File: config.mk
export PLATFORM = sky130hd
export DESIGN_NAME = lcd_driver_flat
export DESIGN_NICKNAME = d
export VERILOG_FILES = /design/src/rtl/lcd_driver_if.sv /design/src/rtl/lcd_driver.sv /design/src/flat_wrapper.sv
export SDC_FILE = /design/constraint.sdc
export NUM_CORES = 1
export LEC_CHECK = 0
export BUFFER_PORTS_ARGS = -buffer_cell sky130_fd_sc_hd__buf_2
export CAP_MARGIN = 20
export CELL_PAD_IN_SITES_DETAIL_PLACEMENT = 1
export CELL_PAD_IN_SITES_GLOBAL_PLACEMENT = 1
export CORE_UTILIZATION = 49
export DETAILED_ROUTE_END_ITERATION = 10
export PLACE_DENSITY_LB_ADDON = 0.1
export SLEW_MARGIN = 20
export SYNTH_ARGS = -nofsm -noshare
export SYNTH_HDL_FRONTEND = slang
export SYNTH_SLANG_ARGS = --single-unit
export TNS_END_PERCENT = 5
File: constraint.sdc
create_clock -name clock -period 52.1 [get_ports clock]
set_clock_uncertainty 0.15 [all_clocks]
set_input_delay 0 -clock clock [delete_from_list [all_inputs] [get_ports clock]]
set_output_delay 0 -clock clock [all_outputs]
set_load 0.01 [all_outputs]
File: src/rtl/lcd_driver_if.sv
`default_nettype none
// +--------------------------------------------------------------------------+
// | Module   : lcd_driver_if                                                 |
// | Purpose  : Bundles the 32-character text word feeding the LCD driver     |
// |            together with the HD44780 pins and status flags it produces.  |
// | Signals  : lcd_text   [255:0] 32 characters, byte i at [255-8i -: 8]     |
// |            lcd_data   [7:0]   LCD data bus                               |
// |            lcd_rs             0 = command, 1 = character                 |
// |            lcd_rw             write only, always 0                       |
// |            lcd_en             enable strobe                              |
// |            lcd_on, lcd_blon   panel power / backlight, always 1          |
// |            ready              init sequence complete                     |
// |            frame_done         one-cycle end-of-frame pulse               |
// | Modports : master - the driver (consumes text, drives the panel pins)    |
// |            slave  - text source / panel side                             |
// | Revision : 1.0 - initial release                                         |
// +--------------------------------------------------------------------------+
interface lcd_driver_if;
  logic [255:0] lcd_text;
  logic [7:0]   lcd_data;
  logic         lcd_rs;
  logic         lcd_rw;
  logic         lcd_en;
  logic         lcd_on;
  logic         lcd_blon;
  logic         ready;
  logic         frame_done;

  modport master (
    input  lcd_text,
    output lcd_data, lcd_rs, lcd_rw, lcd_en, lcd_on, lcd_blon, ready, frame_done
  );

  modport slave (
    output lcd_text,
    input  lcd_data, lcd_rs, lcd_rw, lcd_en, lcd_on, lcd_blon, ready, frame_done
  );
endinterface
`default_nettype wire

File: src/rtl/lcd_driver.sv
`default_nettype none
// +--------------------------------------------------------------------------+
// | Module   : lcd_driver                                                    |
// | Purpose  : Runs the HD44780 power-up/init sequence, then repaints a 16x2 |
// |            character LCD forever from a per-frame snapshot of lcd_text,  |
// |            left-justifying the text (leading NULs stripped, NUL -> ' ').|
// | Ports    : clock  - system clock                                         |
// |            reset  - synchronous, active-high                             |
// |            bus    - lcd_driver_if.master (text in, LCD pins/status out)  |
// | Revision : 1.0 - initial release                                         |
// +--------------------------------------------------------------------------+
module lcd_driver #(
  parameter int POWERUP_CYCLES = 750000,
  parameter int SETUP_CYCLES   = 2,
  parameter int EN_CYCLES      = 25,
  parameter int EXEC_CYCLES    = 2500,
  parameter int CLEAR_CYCLES   = 100000
) (
  input  logic         clock,
  input  logic         reset,
  lcd_driver_if.master bus
);

  function automatic int imax(input int a, input int b);
    return (a > b) ? a : b;
  endfunction

  localparam int MAX_CYCLES = imax(imax(imax(POWERUP_CYCLES, SETUP_CYCLES),
                                        imax(EN_CYCLES, EXEC_CYCLES)), CLEAR_CYCLES);
  // The counter only ever holds (length - 1), so clog2(max) bits suffice.
  localparam int CNT_W = (MAX_CYCLES > 1) ? $clog2(MAX_CYCLES) : 1;

  localparam logic [CNT_W-1:0] PWR_LAST   = CNT_W'(POWERUP_CYCLES - 1);
  localparam logic [CNT_W-1:0] SETUP_LAST = CNT_W'(SETUP_CYCLES - 1);
  localparam logic [CNT_W-1:0] EN_LAST    = CNT_W'(EN_CYCLES - 1);
  localparam logic [CNT_W-1:0] EXEC_LAST  = CNT_W'(EXEC_CYCLES - 1);
  localparam logic [CNT_W-1:0] CLEAR_LAST = CNT_W'(CLEAR_CYCLES - 1);

  localparam logic [7:0] CMD_FUNC_SET   = 8'h38;  // 8-bit bus, 2 lines, 5x8
  localparam logic [7:0] CMD_DISPLAY_ON = 8'h0C;  // display on, no cursor
  localparam logic [7:0] CMD_CLEAR      = 8'h01;
  localparam logic [7:0] CMD_ENTRY      = 8'h06;  // increment, no shift
  localparam logic [7:0] CMD_LINE1      = 8'h80;
  localparam logic [7:0] CMD_LINE2      = 8'hC0;
  localparam logic [7:0] CHAR_SPACE     = 8'h20;

  typedef enum logic [2:0] {
    ST_POWERUP,
    ST_INIT,
    ST_ADDR1,
    ST_LINE1,
    ST_ADDR2,
    ST_LINE2
  } state_t;

  typedef enum logic [1:0] {
    PH_SETUP,
    PH_PULSE,
    PH_WAIT
  } phase_t;

  state_t           state;
  phase_t           phase;
  logic [CNT_W-1:0] cnt;
  logic [3:0]       idx;          // init command index or character column
  logic [255:0]     frame_buf;
  logic [7:0]       data_drv;
  logic             rs_drv;
  logic             en_drv;
  logic             ready_flag;
  logic             frame_pulse;

  logic [5:0]       lead;         // leading NUL bytes in the snapshot (0..32)
  logic [3:0]       idx_next;
  logic [CNT_W-1:0] wait_last;
  logic             wait_is_one;
  logic             wait_done;
  logic             last_wait_next;
  logic             load_snapshot;

  // Lowest-numbered non-NUL byte wins, so scan from the top down.
  always_comb begin
    lead = 6'd32;
    for (int i = 31; i >= 0; i--) begin
      if (frame_buf[8*(31-i) +: 8] != 8'h00) lead = 6'(i);
    end
  end

  // Character shown at screen position pos after left-justification.
  // Byte i lives at bit offset 8*(31-i), i.e. {~i, 3'b000} for 5-bit i.
  function automatic logic [7:0] char_at(input logic [4:0] pos);
    logic [5:0] src;
    logic [7:0] ch;
    src = {1'b0, pos} + lead;
    ch  = frame_buf[{~src[4:0], 3'b000} +: 8];
    if (src[5] || (ch == 8'h00)) return CHAR_SPACE;
    return ch;
  endfunction

  function automatic logic [7:0] init_cmd(input logic [1:0] i);
    case (i)
      2'd0:    return CMD_FUNC_SET;
      2'd1:    return CMD_DISPLAY_ON;
      2'd2:    return CMD_CLEAR;
      default: return CMD_ENTRY;
    endcase
  endfunction

  assign idx_next  = idx + 4'd1;
  // The clear command (third init write) needs the long execution wait.
  assign wait_last   = ((state == ST_INIT) && (idx == 4'd2)) ? CLEAR_LAST : EXEC_LAST;
  assign wait_is_one = (wait_last == '0);
  assign wait_done   = (phase == PH_WAIT) && (cnt == wait_last);

  // True when the next cycle is the final WAIT cycle of the current write;
  // lets frame_done be registered yet still coincide with that cycle.
  assign last_wait_next = ((phase == PH_PULSE) && (cnt == EN_LAST) && wait_is_one) ||
                          ((phase == PH_WAIT) && !wait_is_one && (cnt == wait_last - 1'b1));

  // Snapshot on every edge that enters ADDR1 (end of init or end of line 2).
  assign load_snapshot = !reset && (state != ST_POWERUP) && wait_done &&
                         (((state == ST_INIT)  && (idx == 4'd3)) ||
                          ((state == ST_LINE2) && (idx == 4'd15)));

  always_ff @(posedge clock) begin
    if (load_snapshot) frame_buf <= bus.lcd_text;
  end

  always_ff @(posedge clock) begin
    if (reset) begin
      state       <= ST_POWERUP;
      phase       <= PH_SETUP;
      cnt         <= '0;
      idx         <= '0;
      data_drv    <= 8'h00;
      rs_drv      <= 1'b0;
      en_drv      <= 1'b0;
      ready_flag  <= 1'b0;
      frame_pulse <= 1'b0;
    end else begin
      frame_pulse <= (state == ST_LINE2) && (idx == 4'd15) && last_wait_next;
      case (state)
        ST_POWERUP: begin
          if (cnt == PWR_LAST) begin
            state    <= ST_INIT;
            phase    <= PH_SETUP;
            cnt      <= '0;
            idx      <= 4'd0;
            data_drv <= CMD_FUNC_SET;
            rs_drv   <= 1'b0;
          end else begin
            cnt <= cnt + 1'b1;
          end
        end
        default: begin
          case (phase)
            PH_SETUP: begin
              if (cnt == SETUP_LAST) begin
                phase  <= PH_PULSE;
                cnt    <= '0;
                en_drv <= 1'b1;
              end else begin
                cnt <= cnt + 1'b1;
              end
            end
            PH_PULSE: begin
              if (cnt == EN_LAST) begin
                phase  <= PH_WAIT;
                cnt    <= '0;
                en_drv <= 1'b0;
              end else begin
                cnt <= cnt + 1'b1;
              end
            end
            PH_WAIT: begin
              if (wait_done) begin
                // Next write's SETUP starts immediately; data/rs are
                // loaded here so they are stable through the whole write.
                phase <= PH_SETUP;
                cnt   <= '0;
                case (state)
                  ST_INIT: begin
                    if (idx == 4'd3) begin
                      state      <= ST_ADDR1;
                      data_drv   <= CMD_LINE1;
                      rs_drv     <= 1'b0;
                      ready_flag <= 1'b1;
                    end else begin
                      idx      <= idx_next;
                      data_drv <= init_cmd(idx_next[1:0]);
                      rs_drv   <= 1'b0;
                    end
                  end
                  ST_ADDR1: begin
                    state    <= ST_LINE1;
                    idx      <= 4'd0;
                    data_drv <= char_at(5'd0);
                    rs_drv   <= 1'b1;
                  end
                  ST_LINE1: begin
                    if (idx == 4'd15) begin
                      state    <= ST_ADDR2;
                      data_drv <= CMD_LINE2;
                      rs_drv   <= 1'b0;
                    end else begin
                      idx      <= idx_next;
                      data_drv <= char_at({1'b0, idx_next});
                      rs_drv   <= 1'b1;
                    end
                  end
                  ST_ADDR2: begin
                    state    <= ST_LINE2;
                    idx      <= 4'd0;
                    data_drv <= char_at(5'd16);
                    rs_drv   <= 1'b1;
                  end
                  ST_LINE2: begin
                    if (idx == 4'd15) begin
                      state    <= ST_ADDR1;
                      data_drv <= CMD_LINE1;
                      rs_drv   <= 1'b0;
                    end else begin
                      idx      <= idx_next;
                      data_drv <= char_at({1'b1, idx_next});
                      rs_drv   <= 1'b1;
                    end
                  end
                  default: begin
                    state <= ST_POWERUP;
                  end
                endcase
              end else begin
                cnt <= cnt + 1'b1;
              end
            end
            default: begin
              phase <= PH_SETUP;
              cnt   <= '0;
            end
          endcase
        end
      endcase
    end
  end

  assign bus.lcd_data   = data_drv;
  assign bus.lcd_rs     = rs_drv;
  assign bus.lcd_rw     = 1'b0;
  assign bus.lcd_en     = en_drv;
  assign bus.lcd_on     = 1'b1;
  assign bus.lcd_blon   = 1'b1;
  assign bus.ready      = ready_flag;
  assign bus.frame_done = frame_pulse;

endmodule
`default_nettype wire

File: src/flat_wrapper.sv
// flat-port wrapper written by rule: the top's interface ports become plain ports
module lcd_driver_flat 
#(
  parameter int POWERUP_CYCLES = 750000,
  parameter int SETUP_CYCLES   = 2,
  parameter int EN_CYCLES      = 25,
  parameter int EXEC_CYCLES    = 2500,
  parameter int CLEAR_CYCLES   = 100000
)
  (clock, reset, bus_lcd_text, bus_lcd_data, bus_lcd_rs, bus_lcd_rw, bus_lcd_en, bus_lcd_on, bus_lcd_blon, bus_ready, bus_frame_done);
  lcd_driver_if bus_i ();
  input  logic clock;
  input  logic reset;
  input wire logic [$bits(bus_i.lcd_text)-1:0] bus_lcd_text;
  output wire logic [$bits(bus_i.lcd_data)-1:0] bus_lcd_data;
  output wire logic [$bits(bus_i.lcd_rs)-1:0] bus_lcd_rs;
  output wire logic [$bits(bus_i.lcd_rw)-1:0] bus_lcd_rw;
  output wire logic [$bits(bus_i.lcd_en)-1:0] bus_lcd_en;
  output wire logic [$bits(bus_i.lcd_on)-1:0] bus_lcd_on;
  output wire logic [$bits(bus_i.lcd_blon)-1:0] bus_lcd_blon;
  output wire logic [$bits(bus_i.ready)-1:0] bus_ready;
  output wire logic [$bits(bus_i.frame_done)-1:0] bus_frame_done;
  assign bus_i.lcd_text = bus_lcd_text;
  assign bus_lcd_data = bus_i.lcd_data;
  assign bus_lcd_rs = bus_i.lcd_rs;
  assign bus_lcd_rw = bus_i.lcd_rw;
  assign bus_lcd_en = bus_i.lcd_en;
  assign bus_lcd_on = bus_i.lcd_on;
  assign bus_lcd_blon = bus_i.lcd_blon;
  assign bus_ready = bus_i.ready;
  assign bus_frame_done = bus_i.frame_done;
  lcd_driver #(.POWERUP_CYCLES(POWERUP_CYCLES), .SETUP_CYCLES(SETUP_CYCLES), .EN_CYCLES(EN_CYCLES), .EXEC_CYCLES(EXEC_CYCLES), .CLEAR_CYCLES(CLEAR_CYCLES)) u_core (.clock(clock), .reset(reset), .bus(bus_i));
endmodule
==> results of run 1 <==
[synth_stat cells, types with 10 or more instances]
| cell type | number | area, um2 |
|---|---|---|
| a211oi_1 | 21 | 158 |
| and3_1 | 11 | 68.8 |
| o21ai_0 | 34 | 170 |
| inv_1 | 13 | 48.8 |
| nand2_1 | 159 | 597 |
| a221oi_1 | 11 | 96.3 |
| a311oi_1 | 10 | 87.6 |
| edfxtp_1 | 256 | 7690 |
| or4_1 | 14 | 105 |
| mux4_2 | 57 | 1280 |
| buf_1 | 11 | 41.3 |
| ha_1 | 16 | 200 |
| mux2_1 | 12 | 135 |
| nand4_1 | 19 | 119 |
| nor3_1 | 25 | 125 |
| and2_1 | 10 | 62.6 |
| nor4_1 | 64 | 400 |
| nor2_1 | 74 | 278 |
| buf_2 | 16 | 80.1 |
| nor2b_1 | 12 | 75.1 |
| dfxtp_1 | 41 | 821 |
| xnor2_1 | 12 | 105 |
| a21oi_1 | 57 | 285 |
| a31oi_1 | 13 | 81.3 |
| clkbuf_1 | 30 | 113 |
| nand3_1 | 60 | 300 |
| mux2i_1 | 104 | 1040 |
| xor2_1 | 12 | 105 |
[per-stage QoR]
step | cell area [um2] | cells
after detailed placement | 17800 | 1989
after global placement | 17800 | 1989
after floorplan | 16100 | 1339
[kinds of logic after synthesis]
| family | after synthesis | share of synthesized area, % |
|---|---|---|
| muxes | 177 | 15.6 |
| and+or+nand+nor | 489 | 15.5 |
| other | 2 | 0.0467 |
| DFF | 297 | 52.9 |
| adders and majority gates | 17 | 1.37 |
| buffers and inverters | 88 | 2.65 |
| AOI/OAI and AO/OA | 242 | 10.5 |
| xor gates and xnor gates | 26 | 1.51 |
==> results.toml, run 1 <==
[status]
status = "aborted with a tool error"
haltStage = "clock tree synthesis"
tool.error = "[ERROR RSZ-0060] Max buffer count reached."

[cts]
cts_made_buffers = 29
cts_max_level = 1
clockBufferDepth = 3
clockRootBuffer = "clkbuf_16"
cts_setup_buffers = 0
cts_hold_buffers = 410
cts.sinks = 297
cts_resized = 0

[floorplanning]
start_util_pct = 50.3
rows = 65
die_h_um = 183
io_pins = 273
fp.dieW_um = 183

[logic_synthesis]
synth_cells = 1338
synth-async-reset-ratio_pct = 0
synth_edf_count = 256
synth.distinct_cells = 89
ys.flop_type = "edfxtp_1"
syn_area_per_cell_um2 = 12.0
ys_seq_elements = 297
synth_seq_area_share_pct = 52.9
synthesis.area_um2 = 16100
yosysWarnings = 0

[placed_design]
pre_cts_ws_ns = 42.76
port_buffers = 269
hpwlAfterDp_um = 43500
gp_congestion = 0.984
==> run 2: changes to the inputs <==
--- a/config.mk
+++ b/config.mk
@@ -7,11 +7,9 @@
 export LEC_CHECK = 0
 export BUFFER_PORTS_ARGS = -buffer_cell sky130_fd_sc_hd__buf_2
 export CAP_MARGIN = 20
-export CELL_PAD_IN_SITES_DETAIL_PLACEMENT = 1
-export CELL_PAD_IN_SITES_GLOBAL_PLACEMENT = 1
-export CORE_UTILIZATION = 49
+export CORE_UTILIZATION = 40
 export DETAILED_ROUTE_END_ITERATION = 10
-export PLACE_DENSITY_LB_ADDON = 0.1
+export PLACE_DENSITY_LB_ADDON = 0.15
 export SLEW_MARGIN = 20
 export SYNTH_ARGS = -nofsm -noshare
 export SYNTH_HDL_FRONTEND = slang
==> run 2 against run 1 <==
  * The flow now finishes without violations
  * Area after synthesis did not move
  * Synthesized cell count did not move
==> results.toml, run 2 <==
[status]
status = "complete, no violations"

[drt]
drtIter0Drc = 1576
vias = 14400
drc = 0
viasPerCell = 5.91
ant_nets = 0
firstDrtPassIters = 6
wl_per_cell_um = 24.5
wl_um = 59600

[critical_path]
crit_cells = 21
rr_worst_depth = 21
cp-start-kind = "flop"
endpoint_kind = "flop"
critPathSlowestCell = "fa_4"
worst_ep_required_time_ns = 52.34
arrival_ns = 10.43
cp_slowest_stage_delay_ns = 1.13
crit_chain = "or4_1 -> a211oi_1 -> nor2_1 -> nor2_1 -> a311o_1 -> nand2_4 -> inv_2 -> ha_2 -> inv_1 -> fa_4 -> buf_4 -> mux4_2 -> mux2i_1 -> mux2i_1 -> or4_1 -> or4b_1 -> mux2i_1 -> a211oi_2 -> a21boi_1 -> a2111oi_0 -> o31ai_1"
critPathTopFamily = "simple AND/OR/NAND/NOR gates"
crit_buf_inv = 3
path_common_cell = "mux2i_1"
crit_fanout = 51
crit_type = "flop to flop"

[power_and_ir_drop]
vdd_drop_max_uv = 23.6
leakagePower_nw = 8.33
intPower_uw = 418
power_density_nw_per_um2 = 23.8
seqPwrFrac_pct = 49.4
clockPowerShare_pct = 44.8
switching_share_pct = 20.0
p_sw_uw = 105
pwr-share-comb_pct = 5.8

[global_route]
grt_start_max_net_pins = 174
grt_first_pass_wirelength_um = 88600
antenna_found_initial = 0
grt_pass1_vias = 14400
gr-usage-all-layers_pct = 29.0
grt_overflow = 0

[placed_design]
gp_congestion = 0.991
hpwlAfterDp_um = 41800
port_buffers = 269
pre_cts_ws_ns = 42.10
placed_cell_area_um2 = 17900

[timing]
drv_slew = 0
grt_setup_unrepaired = "false"
fin_ws_ns = 41.91
min_period_over_period_pct = 19.6
clock.fmax_ghz = 0.0981
tightest_slew_ns = 1.12
setup_violations = 0
slew_headroom_pct = 25.5
hold_violations = 0
final.setup.tns_ns = 0
fin_crit_ns = 10.19

[final_layout]
final_cell_mix = "299 x dlygate4sd3_1, 269 x buf_2, 256 x edfxtp_1"
fillers = 3286
nets = 2165
syn2layout_area_growth_pct = 36.8
largest_reg_flops = 256
diodes = 0
final_common_cell = "dlygate4sd3_1"
final_area_um2 = 22000
largest-register = "u_core.frame_buf"
layout-drive-gt1-share_pct = 22.1

[logic_synthesis]
yosysWarnings = 0
yosys-top-cells-count = "256 x edfxtp_1, 159 x nand2_1, 104 x mux2i_1"
netlist_top_cells_area = "edfxtp_1 48%, mux4_2 8.0%, mux2i_1 6.5%"
synth-async-reset-ratio_pct = 0
synth_edf_count = 256
synth.distinct_cells = 89
ys.flop_type = "edfxtp_1"
yosysMostFrequentCell = "edfxtp_1"
synth_seq_area_share_pct = 52.9
synth_cells = 1338
ys_seq_elements = 297
synthesis.area_um2 = 16100
synth_top_cell_by_area = "edfxtp_1"
syn_area_per_cell_um2 = 12.0
synth_top_cell_area_share_pct = 47.8

[cts]
clockBufferDepth = 3
clkSlewWorstSetupHoldPaths_ns = 0.06
clockRootBuffer = "clkbuf_16"
cts_tree = "built"
cts.sinks = 297
cts_made_buffers = 34
cts_resized = 0
cts_max_level = 2
clk_latency_ns = 0.55

[floorplanning]
io_pins = 273
dieArea_um2 = 41000
fp.dieW_um = 203
rows = 73
start_util_pct = 40.5
core_area_um2 = 39700
die_h_um = 203

[worst_hold_path]
holdPathStages = 2
min_path_type = "primary input to flop"

[job]
maxCapViolations = 0
[run 2: cell type report]
class / count / area [um2] / area share, %
Clock buffer: 41 / 898 / 4.08
Clock inverter: 18 / 184 / 0.836
Inverter: 18 / 67.6 / 0.307
Multi-Input combinational cell: 954 / 7200 / 32.7
Sequential cell: 297 / 8510 / 38.7
Tap cell: 525 / 657 / 2.99
Timing Repair Buffer: 585 / 4480 / 20.4
[run 2: layer usage]
metal / global-route usage (%) / share of wire [%] / vias to the layer above / wire, um
met1: 39.5 / 42 / 7081 / 24800
li1: - / - / 6409 / -
met5: 0 / 0 / - / 0
met2: 46.0 / 47 / 788 / 27800
met4: 10.5 / 3.1 / 0 / 1870
met3: 5.43 / 8.6 / 128 / 5110
[run 2: path summary, 6_finish.rpt]
| path | start | slack (ns) | endpoint |
|---|---|---|---|
| setup reg to reg | u_core.frame_buf[188] | 41.91 | u_core.bus.lcd_data[1] |
| hold reg to reg | u_core.bus.lcd_en | 0.31 | u_core.bus.lcd_en |
| hold / removal | bus_lcd_text[150] | 0.02 | u_core.frame_buf[150] |
| setup / recovery | u_core.frame_buf[188] | 41.91 | u_core.bus.lcd_data[1] |
[run 2: logic make-up (layout without fill, tap and decap cells)]
| family | count (synthesis) | after routing | synth area share, % |
|---|---|---|---|
| muxes | 177 | 177 | 15.6 |
| AOI/OAI and AO/OA | 242 | 242 | 10.5 |
| DFF | 297 | 297 | 52.9 |
| buffers and inverters | 88 | 662 | 2.65 |
| adders and majority gates | 17 | 17 | 1.37 |
| other | 2 | 3 | 0.0467 |
| and+or+nand+nor | 489 | 489 | 15.5 |
| xor gates and xnor gates | 26 | 26 | 1.51 |
[run 2: power by group through the flow]
| stage | clock network (mW) | logic (mW) | registers (mW) |
|---|---|---|---|
| after floorplan | 0 | 0.00134 | 0.263 |
| after global placement | 0 | 0.0123 | 0.263 |
| after detailed placement | 0 | 0.0123 | 0.263 |
| after CTS | 0.240 | 0.0295 | 0.258 |
| after global routing | 0.248 | 0.0325 | 0.258 |
| final | 0.234 | 0.0303 | 0.258 |
[run 2: what timing repair did]
item	CTS	global route
endpoints found under the hold margin	276	0
buffers inserted	0	0
hold buffers	299	0
[run 2: stage by stage]
step	utilization (%)	instances	power (mW)	hold WS (ns)
after floorplan	-	1339	0.265	-0.0511
after global placement	45.1	2080	0.276	0.0264
after detailed placement	45.1	2080	0.276	0.0281
after CTS	55.4	2438	0.528	0.0000420
after global routing	55.4	2438	0.539	0.00849
final	55.4	2438	0.523	0.0170
Power figures use the tool's default switching activity.
